==> src/rtl/glitc_trig_pkg.sv <==
// Shared types for the correlator peak trigger: FSM states, default correlation width, peak record.
package glitc_trig_pkg;

  localparam int NCBITS_DEF = 13;

  typedef enum logic [1:0] {IDLE, GATHER, REPORT, HOLD} trig_state_t;

  typedef struct packed {
    logic [NCBITS_DEF-1:0] value;
    logic [1:0]            index;
    logic [7:0]            offset;
  } peak_rec_t;

endpackage

==> src/rtl/corr_max4.sv <==
// Registered max/argmax of four unsigned correlation sums, 1-cycle latency, no backpressure.
module corr_max4
  import glitc_trig_pkg::*;
#(
  parameter int NCBITS = NCBITS_DEF
) (
  input  logic              clk,
  input  logic              rst_n,
  input  logic [NCBITS-1:0] i_corr0,
  input  logic [NCBITS-1:0] i_corr1,
  input  logic [NCBITS-1:0] i_corr2,
  input  logic [NCBITS-1:0] i_corr3,
  input  logic              i_vld,
  output logic [NCBITS-1:0] o_max,
  output logic [1:0]        o_idx,
  output logic              o_vld
);

  logic [NCBITS-1:0] w_max01, w_max23, w_max;
  logic [1:0]        w_idx01, w_idx23, w_idx;
  logic [NCBITS-1:0] r_max;
  logic [1:0]        r_idx;
  logic              r_vld;

  // Strict compares keep the lower channel on ties at every level of the tree.
  assign w_max01 = (i_corr1 > i_corr0) ? i_corr1 : i_corr0;
  assign w_idx01 = (i_corr1 > i_corr0) ? 2'd1 : 2'd0;
  assign w_max23 = (i_corr3 > i_corr2) ? i_corr3 : i_corr2;
  assign w_idx23 = (i_corr3 > i_corr2) ? 2'd3 : 2'd2;
  assign w_max   = (w_max23 > w_max01) ? w_max23 : w_max01;
  assign w_idx   = (w_max23 > w_max01) ? w_idx23 : w_idx01;

  always_ff @(posedge clk) begin
    if (!rst_n) begin
      r_max <= '0;
      r_idx <= 2'd0;
      r_vld <= 1'b0;
    end else begin
      r_max <= w_max;
      r_idx <= w_idx;
      r_vld <= i_vld;
    end
  end

  assign o_max = r_max;
  assign o_idx = r_idx;
  assign o_vld = r_vld;

endmodule

==> src/rtl/corr_peak_trigger.sv <==
// Arms on max(CORR) > threshold, gathers the window peak, holds one record until trig_ready, then holds off.
// Define CORR_TRIG_STATS_EN to build the saturating accepted-trigger counter; otherwise trig_count is 0.
module corr_peak_trigger
  import glitc_trig_pkg::*;
#(
  parameter int NCBITS  = NCBITS_DEF,
  parameter int WINDOW  = 8,
  parameter int HOLDOFF = 16
) (
  input  logic              clk,
  input  logic              rst_n,
  input  logic [NCBITS-1:0] CORR0,
  input  logic [NCBITS-1:0] CORR1,
  input  logic [NCBITS-1:0] CORR2,
  input  logic [NCBITS-1:0] CORR3,
  input  logic              corr_valid,
  input  logic [NCBITS-1:0] threshold,
  output logic              trig_valid,
  input  logic              trig_ready,
  output logic [NCBITS-1:0] trig_value,
  output logic [1:0]        trig_index,
  output logic [7:0]        trig_offset,
  output logic              busy,
  output logic [15:0]       trig_count
);

  localparam logic [7:0]  WIN8   = 8'(WINDOW);
  localparam logic [15:0] HOLD16 = 16'(HOLDOFF);

  logic [NCBITS-1:0] w_s1_max;
  logic [1:0]        w_s1_idx;
  logic              w_s1_vld;

  trig_state_t r_state;
  peak_rec_t   r_peak;
  logic [7:0]  r_win;
  logic [15:0] r_hold;
  logic        r_trig_valid;
  logic        r_busy;

  corr_max4 #(.NCBITS(NCBITS)) u_max4 (
    .clk     (clk),
    .rst_n   (rst_n),
    .i_corr0 (CORR0),
    .i_corr1 (CORR1),
    .i_corr2 (CORR2),
    .i_corr3 (CORR3),
    .i_vld   (corr_valid),
    .o_max   (w_s1_max),
    .o_idx   (w_s1_idx),
    .o_vld   (w_s1_vld)
  );

  always_ff @(posedge clk) begin
    if (!rst_n) begin
      r_state      <= IDLE;
      r_peak       <= '0;
      r_win        <= 8'd0;
      r_hold       <= 16'd0;
      r_trig_valid <= 1'b0;
      r_busy       <= 1'b0;
    end else begin
      unique case (r_state)
        IDLE: begin
          if (w_s1_vld && (w_s1_max > threshold)) begin
            r_peak  <= '{value: w_s1_max, index: w_s1_idx, offset: 8'd0};
            r_win   <= 8'd1;
            r_state <= GATHER;
            r_busy  <= 1'b1;
          end
        end
        GATHER: begin
          if (w_s1_vld) begin
            r_win <= r_win + 8'd1;
            // Equal values never replace: the earliest sample of a tie keeps the record.
            if (w_s1_max > r_peak.value)
              r_peak <= '{value: w_s1_max, index: w_s1_idx, offset: r_win};
            if (r_win + 8'd1 == WIN8) begin
              r_state      <= REPORT;
              r_trig_valid <= 1'b1;
            end
          end
        end
        REPORT: begin
          if (trig_ready) begin
            r_trig_valid <= 1'b0;
            if (HOLDOFF == 0) begin
              r_state <= IDLE;
              r_busy  <= 1'b0;
            end else begin
              r_state <= HOLD;
              r_hold  <= HOLD16;
            end
          end
        end
        HOLD: begin
          if (r_hold <= 16'd1) begin
            r_hold  <= 16'd0;
            r_state <= IDLE;
            r_busy  <= 1'b0;
          end else begin
            r_hold <= r_hold - 16'd1;
          end
        end
      endcase
    end
  end

`ifdef CORR_TRIG_STATS_EN
  logic [15:0] r_count;

  always_ff @(posedge clk) begin
    if (!rst_n)
      r_count <= 16'd0;
    else if (r_trig_valid && trig_ready && (r_count != 16'hFFFF))
      r_count <= r_count + 16'd1;
  end

  assign trig_count = r_count;
`else
  assign trig_count = 16'd0;
`endif

  assign trig_valid  = r_trig_valid;
  assign trig_value  = r_peak.value;
  assign trig_index  = r_peak.index;
  assign trig_offset = r_peak.offset;
  assign busy        = r_busy;

endmodule
==> config.mk <==
export PLATFORM = sky130hd
export DESIGN_NAME = corr_peak_trigger
export DESIGN_NICKNAME = d
export VERILOG_FILES = /design/src/rtl/glitc_trig_pkg.sv /design/src/rtl/corr_max4.sv /design/src/rtl/corr_peak_trigger.sv
export SDC_FILE = /design/constraint.sdc
export NUM_CORES = 1
export LEC_CHECK = 0
export ABC_CLOCK_PERIOD_IN_PS = 4500
export BUFFER_PORTS_ARGS = -buffer_cell sky130_fd_sc_hd__buf_2
export CORE_ASPECT_RATIO = 1.2
export CORE_MARGIN = 8
export CORE_UTILIZATION = 35
export CTS_CLUSTER_DIAMETER = 40
export DETAILED_ROUTE_END_ITERATION = 6
export REMOVE_ABC_BUFFERS = 1
export SYNTH_ARGS = -nofsm -noshare
export SYNTH_HDL_FRONTEND = slang
export SYNTH_HIERARCHICAL = 1
export SYNTH_SLANG_ARGS = --single-unit
==> constraint.sdc <==
create_clock -name clk -period 4.5 [get_ports clk]
set_clock_uncertainty 0.05 [all_clocks]
set_input_delay 0.45 -clock clk [delete_from_list [all_inputs] [get_ports clk]]
set_output_delay 0.45 -clock clk [all_outputs]
set_load 0.05 [all_outputs]
==> impl_metrics.json <==
{
  "crit_chain": "buf_2 -> inv_1 -> ha_1 -> a21oi_1 -> a21boi_1 -> o31a_1 -> o31ai_4 -> buf_4 -> mux2i_1 -> ha_1 -> a21oi_1 -> nand2_1 -> a2111o_1 -> nand3_1 -> o22ai_1",
  "hpwl_um": 10200,
  "synth.most_common_cell": "inv_1",
  "cts_resized": 0,
  "drt_wl_total_um": 12300,
  "final_area_um2": 5970,
  "min-delay-start": "corr_valid",
  "numCtsBuffers": 9,
  "timing.final.crit_share": 0.880,
  "whs_path_depth": 2,
  "nNetsFinal": 846,
  "setup-tns-final_ps": 0,
  "first_pass_iters": 5,
  "core_region_area_um2": 14400,
  "p_leak_nw": 2.91,
  "cts_tree": "done",
  "cts_root_buf": "clkbuf_16",
  "hp-class": "in2reg",
  "r2r_cells": 8,
  "drc_errors": 0,
  "crit_path_top_delay_cell": "a2111o_1",
  "synth-xor-area-share": 0.0204,
  "syn-cell-area_um2": 5140,
  "rr_endpoint": "trig_offset[1]",
  "ys_types": 65,
  "ioPinCount": 110,
  "path_clk_slew_ps": 60,
  "r2r_start": "r_state[1]",
  "ys_top_cells_by_count": "inv_1 (77), ha_1 (74), nand2_1 (70)",
  "rsz0062_at_grt": "no",
  "grt_max_degree": 43,
  "die_x_um": 127,
  "gp_congestion": 0.878,
  "grt_first_pass_wirelength_um": 20800,
  "power_density_nw_per_um2": 332,
  "power_mw": 1.98,
  "track_usage": 0.134,
  "async_flop_share": 0,
  "critPathMaxFanout": 13,
  "die_area_um2": 18800,
  "n_fill_cell": 1465,
  "synthAdderAreaFrac": 0.180,
  "vias_per_cell": 4.96,
  "synth_area_per_cell_um2": 8.32,
  "crit_path_end_kind": "register",
  "required_ps": 4640,
  "cap_violations": 0,
  "cp.arrival_ps": 4100,
  "layout_min_cycle_time_ps": 3960,
  "post-cts-setup-buffers": 0,
  "drive_above_1_share": 0.179,
  "fin_util": 0.416,
  "grt_pass1_vias": 4457,
  "synthCells": 618,
  "dpl_cell_area_um2": 5670,
  "slew_viol_final": 0,
  "wl_per_cell_um": 13.9,
  "cts_max_level": 3,
  "cp-start-kind": "input port",
  "fmax_mhz": 252,
  "relSlewSlack": 0.543,
  "muxShareOfSynthArea": 0.0995,
  "yosysSeqAreaShare": 0.261,
  "synth-main-ff-cell": "dfxtp_1",
  "cts-hold-fix-buffers": 0,
  "synth_compound_area_frac": 0.160,
  "cts_buffer_depth": 2,
  "start_util": 0.358,
  "synth-simple-area-share": 0.174,
  "yosysWarnings": 6,
  "critPathTopFamily": "compound AO/OA/AOI/OAI gates",
  "drtIter0Drc": 142,
  "area_delta_synth_final_pct": 16.0,
  "status": "completed",
  "drtAntennaViolNets": 0,
  "die_h_um": 149,
  "clkLatencyLatePin_ps": 330,
  "cpPeakStageDelay_ps": 490,
  "synth_top_family_by_area": "adder cells",
  "cp.buffers_inverters": 3,
  "crit_type": "in2reg",
  "ff2ff_setup_slack_ps": 1610,
  "clock_sinks": 67,
  "worstHoldEndpoint": "u_max4/o_vld",
  "overflow": 0,
  "yosys-top-cells-area": "dfxtp_1 (26%), ha_1 (18%), mux2i_1 (9.7%), inv_1 (5.6%), nand2_1 (5.1%)",
  "finalHoldViolCount": 0,
  "peakVddDrop_mv": 0.173,
  "finalSetupViolCount": 0,
  "ys_ff_latch": 67,
  "tightest_slew_ps": 679,
  "via_count": 4384,
  "yosysTopAreaCell": "dfxtp_1",
  "antenna_found_initial": 1,
  "hold_ws_ps": 278,
  "port_buffers": 93,
  "synth_enable_flop_cells": 0,
  "synth_top_area_share": 0.261,
  "rows": 48
}
[worst register-to-register path: cells and delay by family (launching register included)]
kind | cells | cell delay (ps)
buffers and inverters | 2 | 480
multiplexers | 1 | 230
adder cells (fa/ha/maj) | 1 | 560
AND/OR/NAND/NOR | 1 | 130
flip-flops | 1 | 330
AO/OA/AOI/OAI | 3 | 1030
[how the worst max path moves through the flow]
stage / start / endpoint / slack, ps / cells past startpoint
global placement: CORR0[7] / u_max4/o_max[6] / 250 / 16
detailed placement: CORR0[7] / u_max4/o_max[9] / 160 / 16
CTS: CORR0[7] / u_max4/o_max[9] / 530 / 16
global route: CORR2[8] / u_max4/o_max[9] / 230 / 16
finish: CORR0[7] / u_max4/o_max[9] / 540 / 15
floorplan: CORR0[7] / u_max4/o_max[0] / 620 / 14
[final cells by class]
| cell class | instances | area, um2 | area share |
|---|---|---|---|
| multi-input combinational | 450 | 3320 | 0.556 |
| antenna | 1 | 2.50 | 0.000419 |
| clock inverter | 4 | 50.0 | 0.00839 |
| timing repair buffer | 97 | 495 | 0.0830 |
| clock buffer | 12 | 246 | 0.0413 |
| inverter | 78 | 293 | 0.0491 |
| sequential | 67 | 1340 | 0.225 |
| tap | 175 | 219 | 0.0367 |
[where the power goes]
| group | switching [mW] | leakage (nW) | internal [mW] |
|---|---|---|---|
| sequential | 0.0393 | 0.544 | 0.637 |
| combinational | 0.366 | 2.23 | 0.237 |
| clock | 0.258 | 0.139 | 0.443 |
| total | 0.662 | 2.91 | 1.32 |
[per-stage QoR]
step / instances / setup WS [ps]
after global placement: 867 / 245
after floorplan: 595 / 620
final: 884 / 539
after global routing: 883 / 230
after detailed placement: 867 / 163
after CTS: 883 / 529
[cells by family after synthesis]
kind of cell | count (synthesis)
buffers and inverters | 116
adder cells (fa/ha/maj) | 74
AND/OR/NAND/NOR | 185
multiplexers | 51
XOR/XNOR | 12
other | 1
AO/OA/AOI/OAI | 112
flip-flops | 67
[flip-flops by register name, summed over array words and instances (netlist names)]
signal	cells
busy	1
r_hold	16
r_state	2
r_win	8
trig_index	2
trig_offset	8
trig_valid	1
trig_value	13
u_max4/o_idx	2
u_max4/o_max	13
u_max4/o_vld	1
[routing by layer]
layer  wire [um]  up-vias  track usage
met2        5890      100        0.229
met5          10        -            0
met1        5490     1948        0.156
met3         667       21       0.0347
li1            -     2313            -
met4         233        2       0.0548
[layout by cell type (no fill, tap or decap), drive strengths merged, types with 3 or more instances in the layout]
cell type and n:
nand2 71, a211o 4, nor2 29, buf 97, and3 7, a21o 13, o22ai 14, mux2i 50
conb 16, ha 74, nor3 7, inv 78, nor2b 6, xor2 4, nand3 28, o21a 8
and4 3, nand4 11, or3 3, dfxtp 67, or4 3, a21oi 23, xnor2 8, clkbuf 12
a31oi 4, nor4 10, and2 3, o31ai 4, o211ai 4, o21ai 14, a21boi 4
No activity file was read; power rests on OpenSTA's default activity.
